===== src/rtl/battle_datapath.sv =====
// Battle datapath: holds both HP registers and the player's move power, computes
// attacker-to-defender damage with an iterative shift-add multiplier and applies it
// to the latched target with saturation at zero.
module battle_datapath #(
    parameter int unsigned P_MAX_HP  = 100,
    parameter int unsigned AI_MAX_HP = 100,
    parameter int unsigned P_ATK     = 50,
    parameter int unsigned P_DEF     = 30,
    parameter int unsigned AI_ATK    = 45,
    parameter int unsigned AI_DEF    = 30,
    parameter int unsigned AI_POWER  = 35
) (
    input  logic       clk,
    input  logic       reset_n,
    input  logic       ld_move,
    input  logic [7:0] move_power,
    input  logic       calc_damage,
    input  logic       active_trainer,
    input  logic       target,
    input  logic       apply_damage,
    output logic [7:0] p_hp,
    output logic [7:0] ai_hp,
    output logic       p_hp_zero,
    output logic       ai_hp_zero,
    output logic [7:0] damage,
    output logic       dmg_valid,
    output logic       busy
);

    localparam logic [7:0] PMaxHp  = 8'(P_MAX_HP);
    localparam logic [7:0] AiMaxHp = 8'(AI_MAX_HP);
    localparam logic [7:0] PAtk    = 8'(P_ATK);
    localparam logic [7:0] PDef    = 8'(P_DEF);
    localparam logic [7:0] AiAtk   = 8'(AI_ATK);
    localparam logic [7:0] AiDef   = 8'(AI_DEF);
    localparam logic [7:0] AiPower = 8'(AI_POWER);

    typedef enum logic [1:0] {StIdle, StMul, StClamp, StReady} state_e;

    state_e      state_q, state_d;
    logic [7:0]  move_q;
    logic [15:0] mcand_q;
    logic [7:0]  pwr_q;
    logic [7:0]  def_q;
    logic        tgt_q;
    logic [15:0] prod_q;
    logic [2:0]  cnt_q;
    logic [7:0]  p_hp_q, ai_hp_q, damage_q;
    logic        dmg_valid_q;

    logic        start_calc, apply_hit;
    logic [11:0] scaled, diff;
    logic [7:0]  clamp_val;

    // State register
    always_ff @(posedge clk) begin
        if (!reset_n) begin
            state_q <= StIdle;
        end else begin
            state_q <= state_d;
        end
    end

    // Next-state logic
    always_comb begin
        state_d = state_q;
        unique case (state_q)
            StIdle:  if (calc_damage) state_d = StMul;
            StMul:   if (cnt_q == 3'd7) state_d = StClamp;
            StClamp: state_d = StReady;
            StReady: if (apply_damage && (target == tgt_q)) state_d = StIdle;
            default: state_d = StIdle;
        endcase
    end

    // FSM outputs and datapath strobes
    always_comb begin
        busy       = (state_q == StMul) || (state_q == StClamp);
        start_calc = (state_q == StIdle) && calc_damage;
        apply_hit  = (state_q == StReady) && apply_damage && (target == tgt_q);
    end

    // Damage clamp: (product >> 4) - def, limited to 1..255
    always_comb begin
        scaled = prod_q[15:4];
        diff   = scaled - {4'd0, def_q};
        if (scaled <= {4'd0, def_q}) begin
            clamp_val = 8'd1;
        end else if (diff > 12'd255) begin
            clamp_val = 8'd255;
        end else begin
            clamp_val = diff[7:0];
        end
    end

    // Datapath registers: move, operands, multiplier, damage and HP
    always_ff @(posedge clk) begin
        if (!reset_n) begin
            move_q      <= 8'd0;
            mcand_q     <= 16'd0;
            pwr_q       <= 8'd0;
            def_q       <= 8'd0;
            tgt_q       <= 1'b0;
            prod_q      <= 16'd0;
            cnt_q       <= 3'd0;
            p_hp_q      <= PMaxHp;
            ai_hp_q     <= AiMaxHp;
            damage_q    <= 8'd0;
            dmg_valid_q <= 1'b0;
        end else begin
            if (ld_move) begin
                move_q <= move_power;
            end
            // Operands are snapshotted here so later move loads cannot disturb them.
            if (start_calc) begin
                if (active_trainer) begin
                    mcand_q <= {8'd0, AiAtk};
                    pwr_q   <= AiPower;
                    def_q   <= PDef;
                end else begin
                    mcand_q <= {8'd0, PAtk};
                    pwr_q   <= move_q;
                    def_q   <= AiDef;
                end
                tgt_q  <= target;
                prod_q <= 16'd0;
                cnt_q  <= 3'd0;
            end
            if (state_q == StMul) begin
                if (pwr_q[0]) begin
                    prod_q <= prod_q + mcand_q;
                end
                mcand_q <= {mcand_q[14:0], 1'b0};
                pwr_q   <= {1'b0, pwr_q[7:1]};
                cnt_q   <= cnt_q + 3'd1;
            end
            if (state_q == StClamp) begin
                damage_q    <= clamp_val;
                dmg_valid_q <= 1'b1;
            end
            if (apply_hit) begin
                if (tgt_q) begin
                    ai_hp_q <= (ai_hp_q > damage_q) ? (ai_hp_q - damage_q) : 8'd0;
                end else begin
                    p_hp_q <= (p_hp_q > damage_q) ? (p_hp_q - damage_q) : 8'd0;
                end
                dmg_valid_q <= 1'b0;
            end
        end
    end

    assign p_hp       = p_hp_q;
    assign ai_hp      = ai_hp_q;
    assign p_hp_zero  = (p_hp_q == 8'd0);
    assign ai_hp_zero = (ai_hp_q == 8'd0);
    assign damage     = damage_q;
    assign dmg_valid  = dmg_valid_q;

endmodule


===== config.mk =====
export PLATFORM = sky130hd
export DESIGN_NAME = battle_datapath
export DESIGN_NICKNAME = d
export VERILOG_FILES = /design/src/rtl/battle_datapath.sv
export SDC_FILE = /design/constraint.sdc
export NUM_CORES = 1
export LEC_CHECK = 0
export ABC_AREA = 1
export CORE_ASPECT_RATIO = 0.5
export CORE_UTILIZATION = 50
export CTS_CLUSTER_SIZE = 10
export DETAILED_ROUTE_END_ITERATION = 6
export GPL_ROUTABILITY_DRIVEN = 0
export PLACE_DENSITY = 0.7
export SKIP_CTS_REPAIR_TIMING = 1
export SLEW_MARGIN = 20
export SYNTH_ARGS = -nofsm -noshare
export SYNTH_HDL_FRONTEND = slang
export SYNTH_SLANG_ARGS = --single-unit

===== constraint.sdc =====
create_clock -name clk -period 2 [get_ports clk]
set_input_delay 0.5 -clock clk [delete_from_list [all_inputs] [get_ports clk]]
set_output_delay 0.5 -clock clk [all_outputs]
set_load 0.02 [all_outputs]

==> flow_summary.ini, run 1 <==
[status]
outcome = finished clean

[detailed_routing]
drtIter0Drc = 276
drc_errors = 0
via_per_inst = 5.26
wl_per_cell_um = 13.8
first_pass_iters = 5
routed_wl_um = 13000
via_count = 4952
ant_nets = 0

[cells_and_area]
multi_input_area_sq_um = 3170
synthToLayoutAreaGrowth_pct = 23.2
layout_common_cells = nand2_1 (190), inv_1 (80), a21oi_1 (76), dfxtp_1 (76), nand3_1 (42)
layout_commonest_cell = nand2_1
drive_gt1_share_pct = 14.5
diodes = 0
seqCellArea_sq_um = 1610
fin_util_pct = 65.0
fillers = 850
nNetsFinal = 864

[placement]
port-buffer-count = 42
dpl.hpwl_um = 9810

[clock_network]
cts-htree-levels = 3
cts_buffers = 9
cts.sinks = 80
cts_tree = yes
path_clk_slew_ns = 0.06
clockBufferDepth = 2
clk_latency_ns = 0.34
cts-root-buf = clkbuf_16

[timing]
finalSetupViolations = 0
fin_crit_ns = 1.99
min_period_over_period_pct = 99.6
worstMarginPinSlew_ns = 0.394
timing.hold.ws_ns = 0.459
rsz0062_at_grt = yes
skew_ns = 0.00308
maxSlewHeadroom_pct = 73.7
maxSlewViolCount = 0
fmax_ghz = 0.502
finalHoldViolCount = 0
setup_tns_ns = 0

[yosys]
synth_nets = 797
syn_area_sq_um = 5100
avgSynthCellArea_sq_um = 6.93
synth_cell_types = 44
ys_ff_latch = 80
syn_inst = 736
synth_seq_area_share_pct = 31.4
yosysWarnings = 0

[critical_path]
critPathSlowestCell = fa_2
critPathArrivalTime_ns = 2.22
critPathTopFamily = simple AND/OR/NAND/NOR gates
cpMostUsedCell = nand2_1
path_depth = 14
ff2ff_path_depth = 14
end_kind = flop
required_ns = 2.23
critPathMaxFanout = 8
cpPeakStageDelay_ns = 0.42
cp-start-kind = flop
worst-path-buf-inv = 2
cp_cell_sequence = inv_2 > ha_4 > inv_2 > fa_2 > nand2_1 > nand2_1 > nand2_2 > nand2_1 > nand2_1 > nand2_2 > nor2_4 > nand2_1 > nor2_1 > nor2_1
critPathKind = reg2reg

[grt]
met1_usage_pct = 37.0
grt_antenna_before_repair = 0
globalRouteTotalUtil_pct = 25.4
grt_max_degree = 36
grt_pass1_wl_um = 21000
gr-usage-met2_pct = 38.0
gr-usage-met3_pct = 5.35
grt_overflow = 0
busiest_layer = met2
grt_pass1_vias = 4390

[power]
power_density_nw_per_um2 = 1150
total_power_mw = 7.26
leakagePower_nw = 2.86
vdd_drop_max_mv = 0.560

[hold_path]
hp-class = reg2reg
whs_path_depth = 2

[floorplanning]
core_sq_um = 9670
ios = 43
die_y_um = 73.4
rows = 25
start_util_pct = 52.8
die-area_sq_um = 10600
die_x_um = 145

[run]
maxCapViolCount = 0
registers in the layout, summed over array words and instances (netlist names):
register	flops
ai_hp	8
damage	8
cnt_q	3
tgt_q	1
pwr_q	8
mcand_q	16
p_hp	8
move_q	8
state_q	2
def_q	1
prod_q	16
dmg_valid	1
final cells by class:
type                    count  area share (%)
repair buffers             72            10.8
clock buffers              12            4.24
inverters                  95            5.67
well taps                 135            2.69
multi-input cells         545            50.4
clock inverters             3           0.637
flip-flops and latches     80            25.6
path summary, 6_finish.rpt:
kind / startpoint / end / slack (ns)
worst max-delay path: prod_q[5]$_SDFF_PN0_ / damage[0]$_SDFFE_PN0P_ / 0.007
worst min-delay path: move_q[1]$_SDFFE_PN0P_ / move_q[1]$_SDFFE_PN0P_ / 0.46
worst max register to register: prod_q[5]$_SDFF_PN0_ / damage[0]$_SDFFE_PN0P_ / 0.007
worst min register to register: move_q[1]$_SDFFE_PN0P_ / move_q[1]$_SDFFE_PN0P_ / 0.46
worst register-to-register path: cells and delay by family, from the launching register on:
kind                       cells  cell delay [ns]
and+or+nand+nor               10             0.91
DFF                            1             0.32
buffers and inverters          2             0.11
adders and majority gates      2             0.54
metrics by stage:
stage / cell area, sq um / worst slack [ns] / std cells
2_1_floorplan: 5100 / 0.188 / 736
3_3_place_gp: 5850 / 0.0654 / 923
3_5_place_dp: 5850 / 0.0228 / 923
4_1_cts: 6150 / -0.271 / 938
5_1_grt: 6290 / -0.112 / 942
6_report: 6290 / 0.00735 / 942
kinds of logic after synthesis:
family,after synthesis,synth area share (%)
DFF,80,31.4
buffers and inverters,111,8.29
xor gates and xnor gates,12,2.06
and+or+nand+nor,333,29.5
AOI/OAI and AO/OA,154,16.9
adders and majority gates,46,11.9
report_power, final:
| group | switching (mW) | internal [mW] | total, mW |
|---|---|---|---|
| clock | 0.643 | 1.06 | 1.70 |
| sequential | 0.214 | 1.83 | 2.04 |
| combinational | 2.18 | 1.34 | 3.52 |
metal layers:
layer | part of all wire (%) | up-vias
met5 | 0 | -
met4 | 1.3 | 0
met3 | 5.4 | 16
met2 | 42 | 114
met1 | 51 | 2259
li1 | - | 2563
cells in the mapped netlist (all sizes together):
master	number	area share, %
a211oi	3	0.44
a21o	3	0.44
a21oi	85	8.7
a31oi	7	0.86
and2	1	0.12
and3	1	0.12
buf	6	0.56
clkbuf	10	0.74
dfxtp	80	31
fa	4	1.6
ha	42	10
inv	95	7.0
nand2	204	16
nand3	50	5.0
nand3b	9	1.3
nand4	8	1.1
nor2	45	4.6
nor3	8	0.78
nor4	2	0.25
o211a	2	0.39
o211ai	4	0.59
o21a	2	0.29
o21ai	42	4.3
o21bai	2	0.29
o221ai	3	0.52
o22ai	1	0.12
or2	5	0.61
xnor2	7	1.2
xor2	5	0.86
No activity file was read; power rests on OpenSTA's default activity.
==> inputs of run 2 (changes only) <==
--- a/config.mk
+++ b/config.mk
@@ -17,3 +17,4 @@
 export SYNTH_ARGS = -nofsm -noshare
 export SYNTH_HDL_FRONTEND = slang
 export SYNTH_SLANG_ARGS = --single-unit
+export TNS_END_PERCENT = 30
==> run 2 against run 1 <==
  * Hold slack gained 0.00077 ns
  * Die area unchanged
  * Combinational power fell by 3%
  * Final cell count unchanged
  * Fmax grew 2.9%
  * Power fell by 1.3%
  * Critical path type unchanged
  * Design area fell by 0.48%
==> flow_summary.ini, run 2 (synthesized netlist as in run 1, its figures left out) <==
[grt]
grt_antenna_before_repair = 0
globalRouteTotalUtil_pct = 25.4
grt_max_degree = 36
grt_pass1_wl_um = 21000
grt_pass1_vias = 4390
grt_overflow = 0

[detailed_routing]
drtIter0Drc = 314
routed_wl_um = 12800
drt-met1-wl_um = 6630
ant_nets = 0
drc_errors = 0
first_pass_iters = 4
wl_met2_um = 5370
highest_layer = met4
wl_per_cell_um = 13.6
wl_met3_um = 660
via_count = 4921
via_per_inst = 5.22

[cells_and_area]
design_area_sq_um = 6260
synthToLayoutAreaGrowth_pct = 22.6
diodes = 0
layout_common_cells = nand2_1 (191), inv_1 (80), a21oi_1 (77)
nNetsFinal = 864
drive_gt1_share_pct = 13.8
seqCellArea_sq_um = 1610
multi_input_area_sq_um = 3140
layout_commonest_cell = nand2_1
biggestRegsByFlops = mcand_q: 16 flops, prod_q: 16 flops
fillers = 853

[power]
power_density_nw_per_um2 = 1150
leakagePower_nw = 2.86
vdd_drop_max_mv = 0.555
total_power_mw = 7.16

[critical_path]
end_kind = flop
cp-start-kind = flop
critPathMaxFanout = 8
critPathSlowestCell = fa_2
cpMostUsedCell = nand2_1
critPathArrivalTime_ns = 2.16
ff2ff_path_depth = 14
required_ns = 2.22
cp_cell_sequence = inv_2 > ha_4 > inv_2 > fa_2 > nand2_1 > nand2_1 > nand2_2 > nand2_1 > nand2_1 > nand2_2 > nor2_4 > nand3_1 > nand2_1 > a21oi_1
r2r-end = damage[3]$_SDFFE_PN0P_
critPathKind = reg2reg
crit_start = prod_q[5]$_SDFF_PN0_
cpPeakStageDelay_ns = 0.42
r2r-start = prod_q[5]$_SDFF_PN0_
regToRegSetupSlack_ns = 0.06

[floorplanning]
start_util_pct = 52.8
ios = 43
die_y_um = 73.4
die_x_um = 145
core_sq_um = 9670
die-area_sq_um = 10600
rows = 25

[timing]
fin_crit_ns = 1.94
skew_ns = 0.00359
finalHoldViolCount = 0
maxSlewViolCount = 0
finalSetupViolations = 0
rsz0062_at_grt = yes
maxSlewHeadroom_pct = 73.2
fmax_ghz = 0.516
min_period_over_period_pct = 96.8
worstMarginPinSlew_ns = 0.400

[hold_path]
holdPathEnd = move_q[1]$_SDFFE_PN0P_
whs_path_depth = 2
hold_path.startpoint = move_q[1]$_SDFFE_PN0P_
hp-class = reg2reg

[run]
maxCapViolCount = 0

[placement]
dpl_cell_area_sq_um = 5850
port-buffer-count = 42
dpl.hpwl_um = 9810

[clock_network]
cts-root-buf = clkbuf_16
cts-htree-levels = 3
cts_tree = yes
cts_buffers = 9
cts.sinks = 80
clk_latency_ns = 0.34
clockBufferDepth = 2
path_clk_slew_ns = 0.06

[status]
outcome = finished clean
[run 2: cell counts in the layout (fill, tap and decap cells not counted)]
No cell type changed its count.
[run 2: worst max-delay path: cells and delay by family (launching register included)]
family                     cells  cell delay (ns)
AOI/OAI and AO/OA              1             0.06
adders and majority gates      2             0.54
buffers and inverters          2             0.11
DFF                            1             0.32
and+or+nand+nor                9             0.79
[run 2: cell type report]
class                           count  area share (%)
Multi-Input combinational cell    545            50.2
Sequential cell                    80            25.7
Timing Repair Buffer               72            10.8
Inverter                           95            5.70
Clock buffer                       12            4.26
Tap cell                          135            2.70
Clock inverter                      3           0.640
[run 2: how the worst max path moves through the flow]
stage                             end  slack (ns)
3_3_place_gp     p_hp[3]$_SDFFE_PN0P_        0.07
3_5_place_dp   damage[0]$_SDFFE_PN0P_        0.02
6_report       damage[3]$_SDFFE_PN0P_        0.06
2_1_floorplan  damage[3]$_SDFFE_PN0P_        0.19
4_1_cts                          busy       -0.27
5_1_grt        damage[4]$_SDFFE_PN0P_       -0.08
[run 2: power by group]
part,leakage [nW],switching (mW),internal [mW]
Sequential,0.653,0.213,1.83
Clock,0.154,0.636,1.06
Combinational,2.05,2.11,1.32
[run 2: routing by layer]
layer  vias up  GRT usage, %
met5         -             0
met4         0          6.67
met3        11          5.35
met2       117          38.0
met1      2227          37.0
li1       2566             -
[run 2: stage by stage]
stage               worst slack (ns)  setup TNS, ns  instances  hold WS, ns  utilization, %
floorplan                      0.188              0        736        0.433               -
finish                        0.0631              0        942        0.460            64.7
detailed placement            0.0228              0        923        0.456            60.5
global route                 -0.0777         -0.430        942        0.480            64.7
global placement              0.0654              0        923        0.450            60.5
CTS                           -0.271         -0.675        938        0.464            63.7
==> inputs of run 3 (changes only) <==
==> constraint.sdc (replaced) <==
create_clock -name clk -period 2.3 [get_ports clk]
set_input_delay 0.575 -clock clk [delete_from_list [all_inputs] [get_ports clk]]
set_output_delay 0.575 -clock clk [all_outputs]
set_load 0.02 [all_outputs]
==> run 3 against run 2 <==
  * Critical path depth shrank 2
  * Non-clock buffer count decreased by 17
  * Routed wire length shrank 2.1%
  * Power shrank 17%
  * Die area unchanged
  * Largest power group unchanged
==> flow_summary.ini, run 3 (synthesized netlist as in run 1, its figures left out) <==
[status]
outcome = finished clean

[cells_and_area]
synthToLayoutAreaGrowth_pct = 18.1
drive_gt1_share_pct = 8.75
fin_util_pct = 62.4
nNetsFinal = 847
fillers = 920
layout_common_cells = nand2_1 (195), inv_1 (83), a21oi_1 (82)
diodes = 0
layout_commonest_cell = nand2_1
biggestRegsByFlops = mcand_q: 16 flops, prod_q: 16 flops

[placement]
dpl.hpwl_um = 9520
port-buffer-count = 42

[critical_path]
critPathKind = reg2reg
required_ns = 2.52
critPathArrivalTime_ns = 2.23
regToRegSetupSlack_ns = 0.29
ff2ff_path_depth = 12
r2r-end = damage[5]$_SDFFE_PN0P_
r2r-start = prod_q[5]$_SDFF_PN0_
cp-start-kind = flop
end_kind = flop
critPathMaxFanout = 8

[hold_path]
hp-class = reg2reg
whs_path_depth = 2
holdPathEnd = move_q[1]$_SDFFE_PN0P_
hold_path.startpoint = move_q[1]$_SDFFE_PN0P_

[detailed_routing]
first_pass_iters = 5
drc_errors = 0
ant_nets = 0
via_per_inst = 5.29
via_count = 4892
routed_wl_um = 12500
wl_per_cell_um = 13.6
drtIter0Drc = 269

[timing]
setup_tns_ns = 0
rsz0062_at_grt = no
fin_crit_ns = 2.01
finalSetupViolations = 0
maxSlewViolCount = 0
fmax_ghz = 0.497
min_period_over_period_pct = 87.4
skew_ns = 0.00807
maxSlewHeadroom_pct = 75.7
worstMarginPinSlew_ns = 0.364
finalHoldViolCount = 0

[clock_network]
clockBufferDepth = 2
cts-htree-levels = 3
cts.sinks = 80
path_clk_slew_ns = 0.06
clk_latency_ns = 0.34
cts_buffers = 9
cts-root-buf = clkbuf_16
cts_tree = yes

[grt]
grt_overflow = 0
grt_max_degree = 40
grt_antenna_before_repair = 0
grt_pass1_wl_um = 20600
globalRouteTotalUtil_pct = 25.0
grt_pass1_vias = 4322

[floorplanning]
start_util_pct = 52.8
core_sq_um = 9670
die_x_um = 145
rows = 25
ios = 43
die-area_sq_um = 10600
die_y_um = 73.4

[run]
maxCapViolCount = 0

[power]
vdd_drop_max_mv = 0.408
leakagePower_nw = 2.76
power_density_nw_per_um2 = 984
[run 3: final cells by class]
| type | count | area (sq um) | area share, % |
|---|---|---|---|
| Timing Repair Buffer | 55 | 551 | 9.13 |
| Multi-Input combinational cell | 545 | 3080 | 51.1 |
| Clock inverter | 3 | 18.8 | 0.311 |
| Tap cell | 135 | 169 | 2.80 |
| Clock buffer | 11 | 253 | 4.19 |
| Inverter | 95 | 357 | 5.92 |
| Sequential cell | 80 | 1600 | 26.6 |
[run 3: metrics by stage]
step           cell area, sq um  power (mW)  cells  setup slack [ns]  hold WS (ns)
2_1_floorplan              5100        3.85    736             0.488         0.433
3_3_place_gp               5750        4.55    910             0.287         0.450
3_5_place_dp               5750        4.61    910             0.199         0.457
4_1_cts                    6020        5.94    924           -0.0442         0.467
6_report                   6030        5.93    924             0.290         0.467
5_1_grt                    6030        6.36    924             0.140         0.482
[run 3: worst max path at each step]
stage,from,end,slack [ns]
finish,prod_q[5]$_SDFF_PN0_,damage[5]$_SDFFE_PN0P_,0.29
global route,prod_q[5]$_SDFF_PN0_,damage[5]$_SDFFE_PN0P_,0.14
CTS,ai_hp[4]$_SDFFE_PN0P_,ai_hp_zero,-0.04
detailed placement,target,p_hp[4]$_SDFFE_PN0P_,0.20
global placement,target,p_hp[4]$_SDFFE_PN0P_,0.29
floorplan,prod_q[5]$_SDFF_PN0_,damage[3]$_SDFFE_PN0P_,0.49
[run 3: worst max-delay path, cell delays in order, from the launching register on]
cell and delay [ns]:
dfxtp_1 0.32, inv_1 0.09, ha_1 0.14, inv_1 0.06, fa_1 0.42, a21oi_1 0.22, nand2_1 0.08, nand2_1 0.07
nand2_1 0.12, nor2_8 0.17, nand3_1 0.08, nand2_1 0.07, a21oi_1 0.06
[run 3: metal layers]
layer	wire, um	global-route usage [%]	vias to the layer above
met5	0	0	-
met4	126	5.61	0
met3	717	5.08	12
li1	-	-	2530
met1	6370	35.3	2217
met2	5320	39.1	133
[run 3: report_power, final]
part           internal (mW)  switching (mW)
sequential              1.59           0.190
combinational           1.06            1.76
clock                  0.776           0.558
